--- src/rtl/mem_bus_arbiter.sv ---
// Two-port round-robin arbiter for the shared line-wide memory bus (port 0 I-cache miss, port 1 D-cache fill/writeback).
// Every output is registered; a watchdog aborts memory transactions that never see mem_ready.
module mem_bus_arbiter #(
    parameter int XLEN    = 32,
    parameter int WORDS   = 4,
    parameter int TIMEOUT = 64
) (
    input  logic                         clock,
    input  logic                         reset,
    input  logic [1:0]                   req_read,
    input  logic [1:0]                   req_write,
    input  logic [1:0][XLEN-1:0]         req_address,
    input  logic [1:0][WORDS*XLEN-1:0]   req_wdata,
    output logic [1:0]                   done,
    output logic                         error,
    output logic [WORDS*XLEN-1:0]        rdata,
    output logic                         grant_id,
    output logic                         busy,
    output logic                         mem_read,
    output logic                         mem_write,
    output logic [XLEN-1:0]              mem_address,
    output logic [WORDS*XLEN-1:0]        mem_wdata,
    input  logic [WORDS*XLEN-1:0]        mem_rdata,
    input  logic                         mem_ready
);

    localparam int LW = WORDS * XLEN;
    localparam int AB = $clog2(WORDS) + 2;
    localparam int CW = $clog2(TIMEOUT);
    localparam logic [XLEN-1:0] ADDR_MASK = {XLEN{1'b1}} << AB;
    localparam logic [CW-1:0]   CNT_LAST  = CW'(TIMEOUT - 1);

    typedef enum logic [1:0] {S_IDLE, S_BUSY, S_DONE} state_t;

    state_t          r_state, w_state_n;
    logic            r_last_grant, w_last_grant_n;
    logic [CW-1:0]   r_cnt, w_cnt_n;
    logic            r_grant_id, w_grant_id_n;
    logic [1:0]      r_done, w_done_n;
    logic            r_error, w_error_n;
    logic [LW-1:0]   r_rdata, w_rdata_n;
    logic            r_busy, w_busy_n;
    logic            r_mem_read, w_mem_read_n;
    logic            r_mem_write, w_mem_write_n;
    logic [XLEN-1:0] r_mem_address, w_mem_address_n;
    logic [LW-1:0]   r_mem_wdata, w_mem_wdata_n;

    logic [1:0]      w_req;
    logic            w_winner;

    assign w_req = req_read | req_write;
    // Tie goes to the port that did not win last; otherwise the lone requester.
    assign w_winner = (&w_req) ? ~r_last_grant : w_req[1];

    always_comb begin
        w_state_n       = r_state;
        w_last_grant_n  = r_last_grant;
        w_cnt_n         = r_cnt;
        w_grant_id_n    = r_grant_id;
        w_done_n        = '0;
        w_error_n       = 1'b0;
        w_rdata_n       = r_rdata;
        w_busy_n        = r_busy;
        w_mem_read_n    = r_mem_read;
        w_mem_write_n   = r_mem_write;
        w_mem_address_n = r_mem_address;
        w_mem_wdata_n   = r_mem_wdata;

        case (r_state)
            S_IDLE: begin
                if (|w_req) begin
                    w_state_n       = S_BUSY;
                    w_grant_id_n    = w_winner;
                    w_mem_write_n   = req_write[w_winner];
                    w_mem_read_n    = ~req_write[w_winner];
                    w_mem_address_n = req_address[w_winner] & ADDR_MASK;
                    w_mem_wdata_n   = req_wdata[w_winner];
                    w_busy_n        = 1'b1;
                    w_cnt_n         = '0;
                end
            end
            S_BUSY: begin
                if (mem_ready) begin
                    if (r_mem_read) begin
                        w_rdata_n = mem_rdata;
                    end
                    w_mem_read_n         = 1'b0;
                    w_mem_write_n        = 1'b0;
                    w_done_n[r_grant_id] = 1'b1;
                    w_state_n            = S_DONE;
                end else if (r_cnt == CNT_LAST) begin
                    w_mem_read_n         = 1'b0;
                    w_mem_write_n        = 1'b0;
                    w_done_n[r_grant_id] = 1'b1;
                    w_error_n            = 1'b1;
                    w_state_n            = S_DONE;
                end else begin
                    w_cnt_n = r_cnt + CW'(1);
                end
            end
            S_DONE: begin
                w_last_grant_n  = r_grant_id;
                w_busy_n        = 1'b0;
                w_mem_address_n = '0;
                w_mem_wdata_n   = '0;
                w_state_n       = S_IDLE;
            end
            default: begin
                w_state_n = S_IDLE;
            end
        endcase
    end

    always_ff @(posedge clock) begin
        if (reset) begin
            r_state       <= S_IDLE;
            r_last_grant  <= 1'b1;
            r_cnt         <= '0;
            r_grant_id    <= 1'b0;
            r_done        <= '0;
            r_error       <= 1'b0;
            r_rdata       <= '0;
            r_busy        <= 1'b0;
            r_mem_read    <= 1'b0;
            r_mem_write   <= 1'b0;
            r_mem_address <= '0;
            r_mem_wdata   <= '0;
        end else begin
            r_state       <= w_state_n;
            r_last_grant  <= w_last_grant_n;
            r_cnt         <= w_cnt_n;
            r_grant_id    <= w_grant_id_n;
            r_done        <= w_done_n;
            r_error       <= w_error_n;
            r_rdata       <= w_rdata_n;
            r_busy        <= w_busy_n;
            r_mem_read    <= w_mem_read_n;
            r_mem_write   <= w_mem_write_n;
            r_mem_address <= w_mem_address_n;
            r_mem_wdata   <= w_mem_wdata_n;
        end
    end

    assign done        = r_done;
    assign error       = r_error;
    assign rdata       = r_rdata;
    assign grant_id    = r_grant_id;
    assign busy        = r_busy;
    assign mem_read    = r_mem_read;
    assign mem_write   = r_mem_write;
    assign mem_address = r_mem_address;
    assign mem_wdata   = r_mem_wdata;

endmodule

--- config.mk ---
export PLATFORM = sky130hd
export DESIGN_NAME = mem_bus_arbiter
export DESIGN_NICKNAME = d
export VERILOG_FILES = /design/src/rtl/mem_bus_arbiter.sv
export SDC_FILE = /design/constraint.sdc
export NUM_CORES = 1
export LEC_CHECK = 0
export ABC_AREA = 1
export BUFFER_PORTS_ARGS = -buffer_cell sky130_fd_sc_hd__buf_4
export CORE_AREA = 2 2 295 297
export DETAILED_ROUTE_END_ITERATION = 8
export DIE_AREA = 0 0 297 299
export GPL_ROUTABILITY_DRIVEN = 0
export PLACE_DENSITY = 0.32
export SYNTH_ARGS = -nofsm -noshare
export SYNTH_HDL_FRONTEND = slang
export SYNTH_SLANG_ARGS = --single-unit
--- constraint.sdc ---
create_clock -name clock -period 2.5 [get_ports clock]
set_input_delay 0.125 -clock clock [delete_from_list [all_inputs] [get_ports clock]]
set_output_delay 0.125 -clock clock [all_outputs]
set_load 0.02 [all_outputs]
# Yosys cells after proc, flatten, opt, wreduce, memory -nomap -nowiden
# Index checks and enable logic that the tools add are counted.
dict set report word_totals {
  output_inout_bits 295
  input_bits 455
  register_bits 304
}
dict set report classes {
  n_mux 32
  n_eq_ne 7
  magnitude_cmp 3
  n_addsub 1
  n_reduce_logical 14
  bitwise_logic 4
}
# cell count
set ops {}
lappend ops {{128-bit 2-to-1 mux} 3}
lappend ops {{128-bit one-hot mux with 2 select lines} 1}
lappend ops {{32-bit 2-to-1 mux} 3}
lappend ops {{32-bit one-hot mux with 2 select lines} 1}
lappend ops {{6-bit 2-to-1 mux} 3}
lappend ops {{6-bit one-hot mux with 2 select lines} 1}
lappend ops {{1-bit 2-to-1 mux} 10}
lappend ops {{2-bit 2-to-1 mux} 5}
lappend ops {{2-bit AND reduction} 4}
lappend ops {{6-bit by 1-bit adder with 6-bit output, second input constant} 1}
lappend ops {{6-bit equality test, second input constant} 1}
lappend ops {{2-bit != test, second input constant} 3}
lappend ops {{1-bit one-hot mux with 2 select lines} 3}
lappend ops {{3-bit AND reduction} 2}
lappend ops {{1-bit by 2-bit less-than comparator with 1-bit output, second input constant} 2}
lappend ops {{2-bit one-hot mux with 2 select lines} 1}
lappend ops {{4-bit AND reduction} 1}
lappend ops {{2-bit nonzero test} 2}
lappend ops {{2-bit OR reduction} 2}
lappend ops {{3-bit != test, second input constant} 1}
lappend ops {{1-bit inverter} 3}
lappend ops {{3-bit OR reduction} 1}
lappend ops {{2-bit by 1-bit equality test with 1-bit output, second input constant} 1}
lappend ops {{2-bit equality test, second input constant} 1}
lappend ops {{other kinds (5)} 5}

# Depth between registers and ports, before layout
dict set report depth {
  word_depth 8
  depth_mapped 9
  mapped_depth_nobuf 9
}

# Worst setup path after synthesis
# No wires, ideal clock.
dict set report synth_timing {
  kind {flip-flop to flip-flop}
  start {register r_cnt[0]}
  end {register r_cnt[1]}
  setup_time_ns 0.121
  arrival_ns 1.235
  path_slack_ns 1.143
  n_path_buf 0
  path_stages_with_launch 9
  synth_period_minus_slack_ns 1.357
  path_cell_list {dfxtp_1 ha_1 nand2_1 nor2_1 nand2_1 nand3_1 nand2_1 nand3_1 o21ai_0}
}
dict set report synth_between {
  elab_chain_len 4
}
# element line_no
set synth_rtl {}
lappend synth_rtl {{start, declared} 37} ;# logic [CW-1:0] r_cnt, w_cnt_n;
lappend synth_rtl {{start signal, assigned} 131} ;# r_cnt <= w_cnt_n;
lappend synth_rtl {{6-bit by 1-bit adder with 6-bit output} 98} ;# w_cnt_n = r_cnt + CW'(1);
lappend synth_rtl {{6-bit 2-to-1 mux} 91} ;# end else if (r_cnt == CNT_LAST) begin
lappend synth_rtl {{6-bit 2-to-1 mux} 83} ;# if (mem_ready) begin
lappend synth_rtl {{6-bit one-hot mux with 2 select lines} 69} ;# case (r_state)
# Several ways; a longest one is shown, not always the timed one. The select of a mux whose other input is x is not followed.
# A chain may end at the register's enable or synchronous reset.

# Worst setup path in the final report
dict set report layout_timing {
  start {register r_state[0]}
  end {register r_mem_wdata[100], in the netlist mem_wdata[100]}
}
dict set report layout_between {
  elab_chain_len 3
}
# element line_no
set layout_rtl {}
lappend layout_rtl {{start, declared} 35} ;# state_t r_state, w_state_n;
lappend layout_rtl {{start signal, assigned} 129} ;# r_state <= w_state_n;
lappend layout_rtl {{2-bit equality test or 2-bit zero test (tied branches)} 69}
lappend layout_rtl {{2-bit nonzero test (no line) or 2-bit != test (tied branches)} -}
lappend layout_rtl {{2-bit AND reduction (no line)} -}
lappend layout_rtl {{end signal, assigned} 140} ;# r_mem_wdata <= w_mem_wdata_n;
lappend layout_rtl {{end, declared} 46} ;# logic [LW-1:0] r_mem_wdata, w_mem_wdata_n;
# Several ways; a longest one is shown, not always the timed one.

==> metrics.txt <==
status=complete, no violations; Routed WL=approximately 70 mm; Leak=12.5 nW; Site Rows=approximately 110; Mean Syn Cell Area=about 6.6 µm²; synth warn=0; critical path fanouts, max=43; crit share post-route=0.918; Top FF cell, synth=dfxtp_1; fmax=~440 MHz; Seq/Total Area, Yosys=0.455; Final Hold Violating Endpoints=0; CTS tree=built; launch point of the worst reg-to-reg path=r_state[0]$_SDFFE_PP0P_; io pins=between 700 and 800; Commonest cells post-synth=nand2_1 (503), inv_1 (330), dfxtp_1 (300), nor2_1 (269), nand3_1 (168); post-synth top area share=0.455; hold_sp=req_wdata[127]; Arrival @ worst endpoint=approximately 2.8 ns; CP peak stage delay=approximately 0.61 ns; slowest CP cell=dlygate4sd3_1; ANT nets after route=0; CP delay by family, top=buffers and inverters; # setup viols final=0; grt total ovfl=0; CP bufs+invs=3; Reg power frac=0.346; crit end category=flop; Tot GR Track Use=0.153; dpl cell area=19900 µm²; Hold Path Class=in -> reg; #FFs+latches synth=300; DR vias/cell=roughly 3.8; pre-CTS setup slack=0.280 ns; RSZ-0062 raised after global routing=false; Net Sw Frac=0.298; Logic pwr share=0.252; Slew HR=0.525; count leader, synth=nand2_1; Root Buffer=clkbuf_16; area leader, netlist=dfxtp_1; # DRC=0; worst-skew pair later-pin latency=roughly 0.57 ns; core footprint=approximately 86000 µm²; Slew @ Worst Pin=between 0.7 and 0.8 ns; setup TNS=0 ns; CTS Buf Count=between 40 and 50; Internal=approximately 11 mW; Die Y=299 µm; worst-path cell chain=nor2_1, nand2_2, inv_8, buf_12, nand3_1, dlygate4sd3_1, a21oi_1; PwrDens=between 500 and 600 nW/µm²; ys async rst share=0; Via Count=roughly 17000; Final HPWL DP=a little over 50 mm; clock power share=0.402; Final Instance Area=25800 µm²; Final min period=roughly 2.3 ns; routed len/inst=16.3 µm; pin count of the biggest net entering global routing=around 130; Longest Clk Path Bufs=3; Post-synth EDFFs=0; Crit Path Category=reg -> reg; startpoint types=flop; Max Cap Violations=0; setup ws final=roughly 0.20 ns; drt pass-1 iters=7; Worst EP required=between 2 and 3 ns; die footprint=between 80000 and 90000 µm²; Yosys cell types=22; Mapped Cells=2008; synthesized area=13200 µm²; clock sinks=300; Sw Pwr=between 4 and 5 mW; # H-tree levels=2; first-pass GRT wire length=~100 mm; Worst IR Drop VDD=0.000413 V; port bufs=737; Crit. Startpoint=r_state[0]$_SDFFE_PP0P_; Final nets=about 3600; initial antenna violation count=11; vias in the first global route=roughly 17000; die width=a little under 300 µm; Clock transition at path regs=0.06 ns; Final Slew Violations=0; top cells by area, synth=dfxtp_1 (46%), nand2_1 (14%), inv_1 (9.4%); Area Growth Syn to Fin=95.4%; initial core utilization=0.153; Detailed Route Iter0 Violations=between 700 and 800; layout cells sized above 1=0.266; Worst Clk Skew=0.0211 ns
## cell type report
class,count,area (µm²)
Antenna cell,8,20.0
Tap cell,1155,1450
Sequential cell,300,6010
Inverter,332,1260
Timing Repair Buffer,1206,10300
Clock inverter,15,165
Fill cell,9589,60200
Clock buffer,62,1240
Multi-Input combinational cell,1247,5310
## metrics by stage
step | util | hold slack (ns) | power, mW | std cells
2_1_floorplan | - | 0.204 | 6.95 | 2011
3_3_place_gp | 0.232 | 0.351 | 8.59 | 3800
3_5_place_dp | 0.232 | 0.355 | 8.60 | 3800
4_1_cts | 0.300 | 0.000282 | 15.8 | 4317
5_1_grt | 0.300 | 0.0437 | 16.3 | 4325
6_report | 0.300 | 0.0582 | 15.4 | 4325
## worst register-to-register path: stages (launching register included)
cell	delay, ns
dfxtp_1	0.36
nor2_1	0.13
nand2_2	0.22
inv_8	0.29
buf_12	0.27
nand3_1	0.19
dlygate4sd3_1	0.61
a21oi_1	0.13
## sequential cells by signal (all words and copies together) (netlist names)
register / flops
r_last_grant: 1
rdata: 128
mem_address: 28
done: 2
grant_id: 1
mem_read: 1
r_cnt: 6
r_state: 2
error: 1
mem_write: 1
mem_wdata: 128
busy: 1
## power by group through the flow
stage          Sequential (mW)  Combinational, mW  Clock, mW
6_report                  5.34               3.88       6.20
3_3_place_gp              5.43               3.16          0
4_1_cts                   5.34               3.94       6.51
5_1_grt                   5.38               4.24       6.67
2_1_floorplan             5.81               1.13          0
3_5_place_dp              5.44               3.16          0
## metal layers
metal,global-route usage,share of wire,vias to the layer above,wire (µm)
li1,-,-,8351,-
met1,0.173,0.40,7746,28000
met2,0.273,0.51,405,36300
met3,0.0339,0.053,115,3720
met4,0.0658,0.036,4,2510
met5,0,0.00037,-,26
## cells by family after synthesis
group                      share of synthesized area
other                                       0.000284
buffers and inverters                          0.144
and+or+nand+nor                                0.287
AOI/OAI and AO/OA                              0.112
DFF                                            0.455
adders and majority gates                   0.000949
## placed cells by master, fill, tap and decap left out
master         count
nand2_4            1
dlygate4sd3_1    440
inv_8              1
nand3_1          167
o21ai_1            3
clkbuf_8           5
nor3b_1            1
buf_6              2
nand2_2            2
conb_1             4
diode_2            8
nand3_4            1
nand2_1          502
inv_2              1
a21oi_1          163
ha_1               1
clkinv_4           2
nor4_1             1
o21ai_0          130
inv_1            328
nor2_1           269
clkbuf_16         45
clkbuf_1          12
inv_6              2
nor2_4             1
dfxtp_1          300
bufinv_16          3
inv_4              1
buf_4            751
buf_12            13
clkinv_2           9
nand4_1            1
## final timing paths
check	to	slack, ns	depth (start not counted)
setup / recovery	mem_wdata[100]$_SDFFE_PP0P_	0.20	7
hold / removal	mem_wdata[127]$_SDFFE_PP0P_	0.06	5
setup reg to reg	mem_wdata[100]$_SDFFE_PP0P_	0.20	7
hold reg to reg	mem_wdata[3]$_SDFFE_PP0P_	0.46	2
## repair_timing
item	4_1_cts	5_1_grt
hold buffers	440	0
hold endpoints to repair	292	0
setup buffers	0	0
endpoints found under the setup margin	0	33
gates resized for setup	0	2
(Power assumes the default switching activity.)
